### config.mk
export PLATFORM = sky130hd
export DESIGN_NAME = dmem_arbiter
export DESIGN_NICKNAME = d
export VERILOG_FILES = /design/src/rtl/dmem_arbiter.sv
export SDC_FILE = /design/constraint.sdc
export NUM_CORES = 1
export LEC_CHECK = 0
export BUFFER_PORTS_ARGS = -buffer_cell sky130_fd_sc_hd__buf_2
export CAP_MARGIN = 20
export CORE_AREA = 2 2 120 122
export CTS_CLUSTER_DIAMETER = 40
export CTS_CLUSTER_SIZE = 8
export DETAILED_ROUTE_END_ITERATION = 8
export DIE_AREA = 0 0 122 124
export PLACE_DENSITY = 0.73
export SYNTH_ARGS = -nofsm -noshare
export SYNTH_HDL_FRONTEND = slang
export SYNTH_SLANG_ARGS = --single-unit
### constraint.sdc
create_clock -name clk_i -period 2.8 [get_ports clk_i]
set_clock_uncertainty 0.2 [all_clocks]
set_input_delay 0.84 -clock clk_i [delete_from_list [all_inputs] [get_ports clk_i]]
set_output_delay 0.84 -clock clk_i [all_outputs]
set_load 0.02 [all_outputs]
### src/rtl/dmem_arbiter.sv
// dmem_arbiter: shares one single-port data memory between the core LSU (port A)
// and a debug/DMA master (port B). Reads take one cycle from grant to data.
// Partial-byte writes are done as read-modify-write, because the memory has no
// byte enables. Accesses beyond MEM_WORDS never reach the memory. They complete
// with an error and 32'hDEADBEEF as the data.
// Build option: define DMEM_ARB_RR_EN for round-robin tie breaking. By default
// the arbiter uses fixed priority, A over B.

module dmem_arbiter #(
   parameter int MEM_WORDS = 4096
) (
   input  logic        clk_i,
   input  logic        rst_i,
   input  logic        a_req_i,
   input  logic        b_req_i,
   input  logic        a_we_i,
   input  logic        b_we_i,
   input  logic [3:0]  a_be_i,
   input  logic [3:0]  b_be_i,
   input  logic [31:0] a_addr_i,
   input  logic [31:0] b_addr_i,
   input  logic [31:0] a_wdata_i,
   input  logic [31:0] b_wdata_i,
   output logic        a_gnt_o,
   output logic        b_gnt_o,
   output logic        a_rvalid_o,
   output logic        b_rvalid_o,
   output logic [31:0] a_rdata_o,
   output logic [31:0] b_rdata_o,
   output logic        a_err_o,
   output logic        b_err_o,
   output logic        mem_req_o,
   output logic        mem_we_o,
   output logic [31:0] mem_addr_o,
   output logic [31:0] mem_wdata_o,
   input  logic [31:0] mem_rdata_i
);

   typedef enum logic [1:0] {
      IDLE  = 2'd0,
      READ  = 2'd1,
      MERGE = 2'd2,
      ACK   = 2'd3
   } state_t;

   localparam logic [31:0] ERR_DATA  = 32'hDEADBEEF;
   localparam logic [31:0] MEM_LIMIT = 32'(MEM_WORDS);

   state_t      state_q;
   state_t      state_d;

   // Transaction owner (0 = A, 1 = B) and the fields needed after the grant cycle
   logic        owner_q;
   logic [29:0] addr_q;
   logic [3:0]  be_q;
   logic [31:0] wdata_q;
   logic        err_q;

   logic        grant_a;
   logic        grant_b;
   logic        grant_any;

   logic        sel_we;
   logic [3:0]  sel_be;
   logic [31:0] sel_addr;
   logic [31:0] sel_wdata;
   logic [31:0] sel_word_addr;
   logic        sel_oor;
   logic        unused_byte_offset;

   logic [31:0] merged_word;
   logic        resp_valid;
   logic [31:0] resp_data;
   logic        resp_err;

`ifdef DMEM_ARB_RR_EN
   // Set when B received the most recent grant. It resets to 1 so that A wins the first tie.
   logic        last_b_q;
`endif

   // Decide who is granted this cycle; grants exist only in IDLE and never during reset
   always_comb begin
      grant_a = 1'b0;
      grant_b = 1'b0;
      if (state_q == IDLE && !rst_i) begin
         if (a_req_i && b_req_i) begin
`ifdef DMEM_ARB_RR_EN
            grant_a = last_b_q;
            grant_b = !last_b_q;
`else
            grant_a = 1'b1;
`endif
         end else begin
            grant_a = a_req_i;
            grant_b = b_req_i;
         end
      end
   end

   assign grant_any = grant_a || grant_b;

   // Steer the winning requester's fields onto a common set of signals
   always_comb begin
      if (grant_b) begin
         sel_we    = b_we_i;
         sel_be    = b_be_i;
         sel_addr  = b_addr_i;
         sel_wdata = b_wdata_i;
      end else begin
         sel_we    = a_we_i;
         sel_be    = a_be_i;
         sel_addr  = a_addr_i;
         sel_wdata = a_wdata_i;
      end
   end

   assign sel_word_addr      = {2'b00, sel_addr[31:2]};
   assign sel_oor            = (sel_word_addr >= MEM_LIMIT);
   assign unused_byte_offset = ^sel_addr[1:0];

   // Combine enabled bytes from the write data with the current memory contents for read-modify-write
   always_comb begin
      merged_word = mem_rdata_i;
      for (int i = 0; i < 4; i++) begin
         if (be_q[i]) begin
            merged_word[8*i +: 8] = wdata_q[8*i +: 8];
         end
      end
   end

   // State register; reset forces IDLE at once, which abandons any transaction in flight
   always_ff @(posedge clk_i or posedge rst_i) begin
      if (rst_i) begin
         state_q <= IDLE;
      end else begin
         state_q <= state_d;
      end
   end

   // Next-state selection by transaction type
   always_comb begin
      state_d = state_q;
      case (state_q)
         IDLE: begin
            if (grant_any) begin
               if (sel_oor) begin
                  state_d = ACK;
               end else if (!sel_we) begin
                  state_d = READ;
               end else if (sel_be == 4'b1111 || sel_be == 4'b0000) begin
                  state_d = ACK;
               end else begin
                  state_d = MERGE;
               end
            end
         end
         READ:    state_d = IDLE;
         MERGE:   state_d = ACK;
         ACK:     state_d = IDLE;
         default: state_d = IDLE;
      endcase
   end

   // Capture the accepted request so later states can finish it after the requester moves on
   always_ff @(posedge clk_i or posedge rst_i) begin
      if (rst_i) begin
         owner_q <= 1'b0;
         addr_q  <= '0;
         be_q    <= '0;
         wdata_q <= '0;
         err_q   <= 1'b0;
      end else if (grant_any) begin
         owner_q <= grant_b;
         addr_q  <= sel_addr[31:2];
         be_q    <= sel_be;
         wdata_q <= sel_wdata;
         err_q   <= sel_oor;
      end
   end

`ifdef DMEM_ARB_RR_EN
   // Remember which side received the most recent grant, for fair tie breaking
   always_ff @(posedge clk_i or posedge rst_i) begin
      if (rst_i) begin
         last_b_q <= 1'b1;
      end else if (grant_any) begin
         last_b_q <= grant_b;
      end
   end
`endif

   // Drive the memory port and the response for the current state, then route the response to the owner
   always_comb begin
      a_gnt_o     = grant_a;
      b_gnt_o     = grant_b;
      mem_req_o   = 1'b0;
      mem_we_o    = 1'b0;
      mem_addr_o  = '0;
      mem_wdata_o = '0;
      resp_valid  = 1'b0;
      resp_data   = '0;
      resp_err    = 1'b0;
      case (state_q)
         IDLE: begin
            if (grant_any && !sel_oor) begin
               if (!sel_we) begin
                  mem_req_o  = 1'b1;
                  mem_addr_o = sel_word_addr;
               end else if (sel_be == 4'b1111) begin
                  mem_req_o   = 1'b1;
                  mem_we_o    = 1'b1;
                  mem_addr_o  = sel_word_addr;
                  mem_wdata_o = sel_wdata;
               end else if (sel_be != 4'b0000) begin
                  mem_req_o  = 1'b1;
                  mem_addr_o = sel_word_addr;
               end
            end
         end
         READ: begin
            resp_valid = 1'b1;
            resp_data  = mem_rdata_i;
         end
         MERGE: begin
            mem_req_o   = 1'b1;
            mem_we_o    = 1'b1;
            mem_addr_o  = {2'b00, addr_q};
            mem_wdata_o = merged_word;
         end
         ACK: begin
            resp_valid = 1'b1;
            resp_data  = err_q ? ERR_DATA : 32'h0;
            resp_err   = err_q;
         end
         default: begin
            resp_valid = 1'b0;
         end
      endcase
      a_rvalid_o = resp_valid && !owner_q;
      b_rvalid_o = resp_valid && owner_q;
      a_rdata_o  = owner_q ? 32'h0 : resp_data;
      b_rdata_o  = owner_q ? resp_data : 32'h0;
      a_err_o    = resp_err && !owner_q;
      b_err_o    = resp_err && owner_q;
   end

endmodule

==> reports/metrics.csv <==
stage;metric;value;unit
setup_path;Largest delay share family, worst path;buffers and inverters;
placement;DP Worst Slack;-0.745;ns
floorplanning;# rows;43;
cells_and_area;Post-Layout Cell Count;1229;
run_status;failing checks;setup timing;
pwr;pwr dens;918;nW/um^2
placement;gpl congestion;0.806;
cells_and_area;fillers;1108;
cells_and_area;Nets;1218;
yosys;dominant cell type by area after synthesis;dfrtp_1;
clock_network;Root Buffer;clkbuf_16;
yosys;Distinct cells, synth;39;
sta;final worst slack;-0.711;ns
placement;I/O Buffers;303;
placement;Post-DP HPWL;15000;um
detailed_routing;DRT Pass-1 Iters;5;
setup_path;crit path capture type;primary output;
yosys;ys flop type;dfrtp_1;
sta;minimum clock period after layout;3.51;ns
setup_path;worst setup path category;primary input to primary output;
setup_path;CP required;1.76;ns
floorplanning;core area;13700;um^2
sta;Slew HR;60.7;%
detailed_routing;Via density;5.43;
setup_path;R2R cell count;9;
detailed_routing;vias;6676;
setup_path;WP data arrival;2.47;ns
yosys;Synth Warn #;0;
setup_path;crit start category;primary input;
yosys;Area contributors post-synth;dfrtp_1, mux2i_1, nand2_1;
hold_path;hold crit path type;register to register;
global_routing;largest net degree at the start of global routing;56;
global_routing;Total GRT Usage;26.8;%
global_routing;antenna violations before repair;0;
pwr;Max IR drop VDD;401;uV
flow_run;Max-Cap Viols;0;
clock_network;CTS tree;built;
yosys;ys async rst share;100;%
yosys;synthesized cell area;5130;um^2
detailed_routing;Routed Antenna Nets;0;
setup_path;Crit. path cell count;10;
yosys;Synth top area share;34.2;%
detailed_routing;residual DRC count;0;
clock_network;clk sinks;70;
yosys;Post-synth EDFFs;0;
cells_and_area;share of layout cells above drive strength 1;49.3;%
setup_path;Most common cell on crit path;buf_6;
sta;Fmax;285;MHz
floorplanning;num ports;310;
setup_path;Critical Path Source;b_addr_i[18];
detailed_routing;Iteration-0 DRC Markers;390;
yosys;Seq cells post-synth;70;
detailed_routing;Post-Route WL;22900;um
yosys;register area share after synthesis;34.2;%
sta;Slew Limit Fails;0;
detailed_routing;WL/cell;18.6;um
global_routing;number of global-route vias before repair;6138;
placement;number of instances in the placed design;1190;
cells_and_area;Antenna diodes;0;
sta;setup repair after global routing missed its margin;yes;
global_routing;global-route wire length before repair;31300;um
hold_path;hold-critical path depth;2;
clock_network;Num CTS Buffers;9;
floorplanning;Initial Util;37.4;%
sta;final hold violation count;0;
run_status;run status;finished with violations;
setup_path;CP Buf/Inv Count;5;
global_routing;grt ovf;0;
sta;hold slack final;0.337;ns
pwr;leakage;0.00472;uW
sta;fin crit share;125;%
hold_path;hold_sp;addr_q[15];
yosys;Mapped Avg Cell Area;7.34;um^2
yosys;cell count after synthesis;698;
setup_path;Worst Path Max Fanout;9;
clock_network;Clk pin slew, worst setup/hold paths;0.06;ns
cells_and_area;Area Growth Syn to Fin;84.4;%
setup_path;critical-path cell list;buf_8 -> nor4_4 -> nand3_2 -> nor3_4 -> buf_6 -> o21ai_4 -> buf_12 -> buf_6 -> o22ai_2 -> buf_6;
floorplanning;die height;124;um
setup_path;Reg-to-Reg Start;state_q[0];
floorplanning;DIE AREA;15100;um^2
floorplanning;chip width;122;um
sta;Tightest Pin Transition;0.589;ns
clock_network;Worst-Skew Late Latency;0.34;ns
clock_network;H-tree levels;3;
clock_network;Max clock buf depth;2;
setup_path;CP max stage delay;0.30;ns
sta;setup violators final;52;
setup_path;Slowest-stage cell, CP;nor4_4;
clock_network;CTS Hold Buffers Added;0;
flip-flops by register name, summed over array words and instances, names as in the netlist:
register  cells
addr_q       30
be_q          4
err_q         1
owner_q       1
state_q       2
wdata_q      32
metal layers:
metal	global-route usage (%)	wire, um	vias up
met5	0	0	-
li1	-	-	3139
met3	5.49	1500	44
met1	30.7	9000	3199
met4	10.1	529	0
met2	48.9	11900	294
synthesized netlist by cell type, types with 4 or more instances:
cell type  number
nor4_1          9
nor2_1        131
a31oi_1        66
and3_1         17
o22ai_1        32
buf_2          12
buf_1           8
and2_1         21
clkbuf_1       41
a21oi_1        25
mux2i_1        64
o31ai_1         4
nand2_1       155
o31ai_2         8
dfrtp_1        70
metrics by stage:
step           area (um^2)  TNS (ns)  total power, uW  utilization, %
3_3_place_gp          7870    -30.85             6320            57.4
6_report              9450    -30.42             8680            68.9
2_1_floorplan         5730    -10.48             4900               -
4_1_cts               8790    -28.20             7980            64.1
5_1_grt               9450    -37.01             9160            68.9
3_5_place_dp          7870    -32.33             6410            57.4
kinds of logic after synthesis:
family	count (synthesis)	synth area share, %
simple gates	348	29.0
compound gates	145	18.4
flops	70	34.2
buf+inv	70	5.83
mux	64	12.5
other cells	1	0.0732
cell type report:
class	count	area (um^2)	share of cell area (%)
Clock buffer	11	243	2.57
Clock inverter	5	58.8	0.622
Inverter	5	30.0	0.318
Multi-Input combinational cell	559	4020	42.5
Sequential cell	70	1750	18.5
Tap cell	180	225	2.38
Timing Repair Buffer	399	3130	33.1
what timing repair did:
item / CTS / global route
gates resized for setup: 136 / 126
pin swaps: 6 / 12
buffers inserted: 7 / 9
endpoints found under the setup margin: 54 / 100
gates cloned: 3 / 6
where the power goes:
| part | leakage (uW) | internal (uW) | switching, uW | total, uW |
|---|---|---|---|---|
| Sequential | 0.000839 | 1530 | 380 | 1910 |
| Clock | 0.000142 | 714 | 460 | 1170 |
| Combinational | 0.00374 | 2530 | 3070 | 5600 |
| Total | 0.00472 | 4770 | 3910 | 8680 |
worst paths after layout:
path                                        end  slack, ns
worst min-delay path                 addr_q[15]       0.34
max in group asynchronous            addr_q[27]       1.77
worst min register to register       addr_q[15]       0.34
worst max-delay path            mem_wdata_o[23]      -0.71
min in group asynchronous           wdata_q[31]       0.35
worst max register to register       state_q[0]       0.64
cell usage in the layout, fill, tap and decap left out, types with 3 or more instances in the layout:
cell type,instances
clkbuf_16,16
nor2_1,124
nand2_1,152
dfrtp_1,70
clkinvlp_4,3
buf_8,7
buf_12,15
a21oi_4,12
mux2i_1,64
and3_1,15
buf_2,207
nor2_2,7
buf_4,91
a31oi_1,66
nor4_4,7
nor3_4,3
o21ai_0,3
a21oi_2,12
and2_1,21
o31ai_4,12
o22ai_4,30
buf_6,71
worst min-delay path, cell delays in order (launching register included):
cell	delay (ns)
dfrtp_1	0.37
nand2_1	0.06
a31oi_1	0.07
Power figures use the tool's default switching activity.
